--- src/rtl/reg_file.sv ---
`default_nettype none
// ============================================================================
// Module      : reg_file
// Description : Architectural register file with per-register rename tags.
//               Optional same-cycle commit bypass: RF_COMMIT_BYPASS_EN.
// Revision    : 1.0 - initial release
// ============================================================================
module reg_file #(
  parameter int ROB_SIZE_BIT = 5,
  parameter int REG_NUM      = 32
) (
  input  logic                    clk_in,
  input  logic                    rst_in,
  input  logic                    rdy_in,
  input  logic                    rob_clear,
  input  logic                    is_update_val,
  input  logic [4:0]              update_val_id,
  input  logic [ROB_SIZE_BIT-1:0] update_val_dep,
  input  logic [31:0]             update_val,
  input  logic                    is_update_dep,
  input  logic [4:0]              update_dep_id,
  input  logic [ROB_SIZE_BIT-1:0] update_dep,
  input  logic [4:0]              qry1_reg_id,
  output logic                    qry1_has_dep,
  output logic [ROB_SIZE_BIT-1:0] qry1_dep,
  output logic [31:0]             qry1_value,
  input  logic [4:0]              qry2_reg_id,
  output logic                    qry2_has_dep,
  output logic [ROB_SIZE_BIT-1:0] qry2_dep,
  output logic [31:0]             qry2_value
);

  logic [31:0]             r_value [REG_NUM];
  logic [ROB_SIZE_BIT-1:0] r_dep   [REG_NUM];
  logic [REG_NUM-1:0]      r_busy;

  logic w_commit;
  logic w_alloc;
  logic w_commit_match;

  assign w_commit = rdy_in && !rob_clear && is_update_val && (update_val_id != 5'd0);
  assign w_alloc  = rdy_in && !rob_clear && is_update_dep && (update_dep_id != 5'd0);
  // Only the producer that currently owns the tag may release the register.
  assign w_commit_match = r_busy[update_val_id] && (r_dep[update_val_id] == update_val_dep);

  always_ff @(posedge clk_in or negedge rst_in) begin
    if (!rst_in) begin
      r_busy <= '0;
      for (int i = 0; i < REG_NUM; i++) begin
        r_value[i] <= '0;
        r_dep[i]   <= '0;
      end
    end else if (rdy_in) begin
      if (rob_clear) begin
        r_busy <= '0;
        for (int i = 0; i < REG_NUM; i++) begin
          r_dep[i] <= '0;
        end
      end else begin
        if (w_commit) begin
          r_value[update_val_id] <= update_val;
          if (w_commit_match) begin
            r_busy[update_val_id] <= 1'b0;
          end
        end
        // Placed after the commit so a same-register allocation overrides the release.
        if (w_alloc) begin
          r_busy[update_dep_id] <= 1'b1;
          r_dep[update_dep_id]  <= update_dep;
        end
      end
    end
  end

  always_comb begin
    qry1_has_dep = 1'b0;
    qry1_dep     = '0;
    qry1_value   = '0;
    if (qry1_reg_id != 5'd0) begin
      qry1_has_dep = r_busy[qry1_reg_id];
      qry1_dep     = r_busy[qry1_reg_id] ? r_dep[qry1_reg_id] : '0;
      qry1_value   = r_value[qry1_reg_id];
`ifdef RF_COMMIT_BYPASS_EN
      if (is_update_val && !rob_clear && (update_val_id == qry1_reg_id) && w_commit_match) begin
        qry1_has_dep = 1'b0;
        qry1_dep     = '0;
        qry1_value   = update_val;
      end
`endif
    end
  end

  always_comb begin
    qry2_has_dep = 1'b0;
    qry2_dep     = '0;
    qry2_value   = '0;
    if (qry2_reg_id != 5'd0) begin
      qry2_has_dep = r_busy[qry2_reg_id];
      qry2_dep     = r_busy[qry2_reg_id] ? r_dep[qry2_reg_id] : '0;
      qry2_value   = r_value[qry2_reg_id];
`ifdef RF_COMMIT_BYPASS_EN
      if (is_update_val && !rob_clear && (update_val_id == qry2_reg_id) && w_commit_match) begin
        qry2_has_dep = 1'b0;
        qry2_dep     = '0;
        qry2_value   = update_val;
      end
`endif
    end
  end

endmodule
`default_nettype wire

--- config.mk ---
export PLATFORM = sky130hd
export DESIGN_NAME = reg_file
export DESIGN_NICKNAME = d
export VERILOG_FILES = /design/src/rtl/reg_file.sv
export SDC_FILE = /design/constraint.sdc
export NUM_CORES = 2
export LEC_CHECK = 0
export BUFFER_PORTS_ARGS = -buffer_cell sky130_fd_sc_hd__buf_2
export CAP_MARGIN = 20
export CORE_MARGIN = 1
export CORE_UTILIZATION = 35
export DETAILED_ROUTE_END_ITERATION = 16
export SLEW_MARGIN = 30
export SYNTH_ARGS = -nofsm -noshare
export SYNTH_HDL_FRONTEND = slang
export SYNTH_SLANG_ARGS = --single-unit
export TNS_END_PERCENT = 10
--- constraint.sdc ---
create_clock -name clk_in -period 5.1 [get_ports clk_in]
set_input_delay 0.255 -clock clk_in [delete_from_list [all_inputs] [get_ports clk_in]]
set_output_delay 0.255 -clock clk_in [all_outputs]
set_load 0.01 [all_outputs]
==> summary by stage <==
Clock network
The maximum level of the CTS H-tree is 4. The later pin in the worst-skew pair is clocked with a latency of just under 0.8 ns. The clock transition at the register clock pins on the worst setup and hold paths after CTS is ~0.060 ns. After clock tree synthesis, the repair step resized 0 gates. The tree is rooted in a sky130_fd_sc_hd__clkbuf_16. The CTS tree is done. The number of clock buffers added by TritonCTS is 131. The count of buffers added by post-CTS timing repair for setup is 0. CTS saw between 1000 and 1500 sinks. The number of buffers on the longest clock path is 3.

Layout
The count of nets after finishing is about 4300. The fraction of final layout cells sized beyond drive strength 1 is about 51%. Across the whole layout, storage elements account for between 30000 and 40000 µm². The layout-stage area growth over the synthesis result is 11.3%. The layout has approximately 17000 filler cells. The multi-input combinational cell area is 34100 µm².

Placement
The detailed placer's ending HPWL is between 100 and 150 mm. The post-placement setup slack is about 1.4 ns. At the end of routability-driven placement, the weighted congestion stood at 0.956. The total of buffers placed on input and output ports is 143.

Power
The analysis attributes to cell leakage a power of around 33 nW. The part of the total power dissipated in the clock network is about two fifths. The sequential cell fraction of total power is a little under half. The fraction of power consumed by combinational cells is 12.7%. The proportion of total power due to net switching is around 25%. The internal power contribution is between 15 and 20 mW.

The power per cell area is 320 nW/µm². The net switching power is slightly below 6 mW. The worst-case IR drop observed on VDD is between 0.0002 and 0.0003 V.

Synthesis
The share of synthesized area occupied by flip-flops and latches is a little under half. In the post-synthesis netlist, the biggest area contributors are sky130_fd_sc_hd__dfrtp_1 (46%), sky130_fd_sc_hd__mux4_2 (26%), sky130_fd_sc_hd__mux2_2 (17%). Yosys mapped a number of flops with a built-in enable equal to 0. After synthesis, the share of flip-flops with an asynchronous set or reset is 100%. Among all flip-flop cells after synthesis, the most frequent one is sky130_fd_sc_hd__dfrtp_1. For this run, the number of Yosys warnings is 0. Synthesis produced 4362 cells. Counting flops and latches in the post-synthesis netlist gives roughly 1200. Summed over its instances, the top area cell type makes up a little under half of the synthesized netlist area.

Counting every net in the synthesized netlist gives about 4400. In this run the cell area of the synthesized design comes to ~66000 µm². The mean instance size in the synthesized netlist is 15.2 µm². The number of unique standard cell types used by synthesis is between 50 and 60. The biggest area contributor in the post-synthesis netlist is sky130_fd_sc_hd__dfrtp_1.

STA
The count of pins over their slew limit was 0. Derived from the worst setup path, the maximum achievable clock frequency is between 200 and 300 MHz. The post-route clock period utilization is 76.5%. The number of hold violations in the final report is 0.

Setup violations remaining at the end of the flow were counted as 0. The setup clock skew after layout is approximately 0.015 ns. After layout, the worst setup slack is ~1.2 ns.

For the pin with the worst max-slew slack, the measured transition is roughly 1.1 ns. Setup repair after global routing left no endpoint under its margin. In this run the tightest slew margin relative to its limit is 27.1%. The total negative slack for setup checks is 0 ns. After layout, the minimum clock period comes to just under 4 ns.

Floorplan
The number of top-level pins is 144. The placeable core area is about 190000 µm². The floorplan step set the die width to 438 µm.

The initialized floorplan defines about 160 standard-cell rows. The floorplan die area is about 190000 µm². The overall die height is approximately 440 µm.

The initial utilization of the core area, before any placement, comes to roughly a third.

Setup path
The worst setup path is launched from a register. The maximum fanout along the worst path is 6. The critical path goes through mux4_2 -> mux4_2 -> mux2_2 -> o21ai_1 -> nor2_1 -> buf_2.

The data required time of the critical path is 4.85 ns. The arrival time reported for the critical path endpoint is 3.65 ns. The cell that appears most often on the critical path is sky130_fd_sc_hd__mux4_2.

The critical path is of the register to primary output type. The critical path's slowest cell is sky130_fd_sc_hd__o21ai_1. On the worst path, the slowest cell contributes a delay of 0.57 ns.

The worst path buffer plus inverter count is 1. The endpoint type of the worst setup path is a primary output. Among cell families on the critical path, the largest total delay comes from multiplexers.

Routing
The count of nets left with antenna violations once routing finished came out at 0. The mean number of vias per cell is ~6.1. The DRC violations left is 6.

Summing over every cut layer, the via total after detailed routing is about 41000. The detailed-route wire length per cell is about 30 µm. The number of detailed-route iterations in the first pass is 13. The aggregate routed wire length is roughly 210 mm. The first routing iteration left 3732 violations.

Global route
For this run the aggregate overflow at the end of global routing stands at 0. The met3 global-route usage is roughly 4%. The number of antenna violations at the first check in global routing is 20. Global routing consumed, on the met1 layer, around 29% of the routing resources.

met2 is the most crowded layer. Entering global routing, the biggest net connects around 150 pins. For this run, global-route usage on met2 was measured as between 30% and 40%. The via count of the first global-routing pass was between 40000 and 50000.

Global routing used 21.6% of the available tracks across all layers. The first global-routing pass estimated just over 300 mm of wire.

Worst hold path
In this run the worst hold path is classified as primary input to register.

Outcome
The checks that failed: design-rule violations. The run finished, with violations left.

Job
Max-cap violations in this run came to 0.
[Yosys cell counts, drive strengths merged (5+ instances only)]
cell,n
dfrtp,1216
mux2,994
mux4,768
clkbuf,284
nand2,219
buf,206
mux2i,155
o21ai,139
nor2,108
a21oi,56
o22ai,40
a22o,30
nor4,25
and2,22
nor4b,11
inv,8
nand3,8
nor2b,8
a2111oi,6
a22oi,6
and3,5
nor3b,5
or4bb,5
[flip-flops by register name (all words and copies together) (netlist names)]
signal   flops
r_busy      32
r_value   1024
r_dep      160
[layout by cell type, fill, tap and decap left out, types with 7 or more instances in the layout]
master and instances:
sky130_fd_sc_hd__dfrtp_1 1216, sky130_fd_sc_hd__mux2_2 980, sky130_fd_sc_hd__mux4_2 768, sky130_fd_sc_hd__nand2_1 197
sky130_fd_sc_hd__mux2i_1 155, sky130_fd_sc_hd__o21ai_0 136, sky130_fd_sc_hd__clkbuf_16 135, sky130_fd_sc_hd__buf_2 131
sky130_fd_sc_hd__nor2_1 105, sky130_fd_sc_hd__a21oi_1 56, sky130_fd_sc_hd__buf_4 46, sky130_fd_sc_hd__o22ai_1 40
sky130_fd_sc_hd__a22o_1 30, sky130_fd_sc_hd__buf_12 27, sky130_fd_sc_hd__clkinv_2 25, sky130_fd_sc_hd__nor4_1 24
sky130_fd_sc_hd__clkbuf_1 24, sky130_fd_sc_hd__clkbuf_8 23, sky130_fd_sc_hd__mux2_1 14, sky130_fd_sc_hd__bufinv_16 13
sky130_fd_sc_hd__and2_1 12, sky130_fd_sc_hd__nor4b_1 11, sky130_fd_sc_hd__nand2_4 10, sky130_fd_sc_hd__inv_1 8
sky130_fd_sc_hd__and2_4 8, sky130_fd_sc_hd__nor2b_1 8, sky130_fd_sc_hd__nand2_8 7, sky130_fd_sc_hd__inv_6 7
[power groups by stage]
| stage | logic (mW) | registers [mW] | clock network [mW] |
|---|---|---|---|
| 3_5_place_dp | 3.04 | 11.0 | 0 |
| 4_1_cts | 3.05 | 10.8 | 10.1 |
| 5_1_grt | 3.23 | 10.9 | 10.4 |
| 3_3_place_gp | 2.99 | 10.9 | 0 |
| 2_1_floorplan | 2.15 | 10.8 | 0 |
| 6_report | 3.01 | 10.8 | 9.85 |
[per-layer routing]
metal,vias to the layer above,wire length (µm)
li1,16707,-
met1,22639,84000
met2,1662,99300
met3,424,14000
met4,14,8610
met5,-,80
[worst min-delay path: stages]
cell                      delay [ns]
sky130_fd_sc_hd__buf_2          0.14
sky130_fd_sc_hd__nand3_1        0.27
sky130_fd_sc_hd__o21ai_0        0.12
[worst paths after layout]
check	depth (start not counted)	startpoint	to	slack, ns
worst max-delay path	6	r_busy[23]	qry2_dep[4]	1.20
worst min-delay path	3	update_dep_id[1]	r_dep[121]	0.06
worst max register to register	6	r_busy[7]	r_busy[26]	2.55
worst min register to register	0	r_value[994]	r_value[994]	0.39
max in group asynchronous	3	rst_in	r_value[790]	3.47
min in group asynchronous	2	rst_in	r_dep[56]	0.08
[cells by family after synthesis]
kind of cell,synth area share [%]
simple gates,3.09
compound gates,2.54
flops,45.8
xor+xnor,0.0528
mux,45.3
buf+inv,3.22
[through the flow]
| step | hold WS (ns) | cell area [µm²] | utilization (%) | instances | power [mW] |
|---|---|---|---|---|---|
| global placement | 0.307 | 69200 | 36.8 | 6575 | 13.9 |
| CTS | 0.00691 | 73800 | 39.2 | 6811 | 23.9 |
| detailed placement | 0.309 | 69400 | 36.9 | 6580 | 14.0 |
| finish | 0.0644 | 73900 | 39.3 | 6820 | 23.7 |
| global route | 0.0686 | 73900 | 39.3 | 6816 | 24.5 |
| floorplan | -0.0406 | 66400 | - | 4362 | 12.9 |
[layout make-up]
cell class | count | area share [%]
well taps | 2495 | 4.23
diodes | 6 | 0.0203
clock buffers | 180 | 5.09
inverters | 8 | 0.0407
clock inverters | 47 | 0.803
repair buffers | 220 | 2.42
multi-input cells | 2648 | 46.2
flip-flops and latches | 1216 | 41.2
[timing repair]
action | 4_1_cts | 5_1_grt
setup endpoints to repair | 0 | 0
hold endpoints to repair | 129 | 0
hold buffers | 4 | 0
Power figures use the tool's default switching activity.
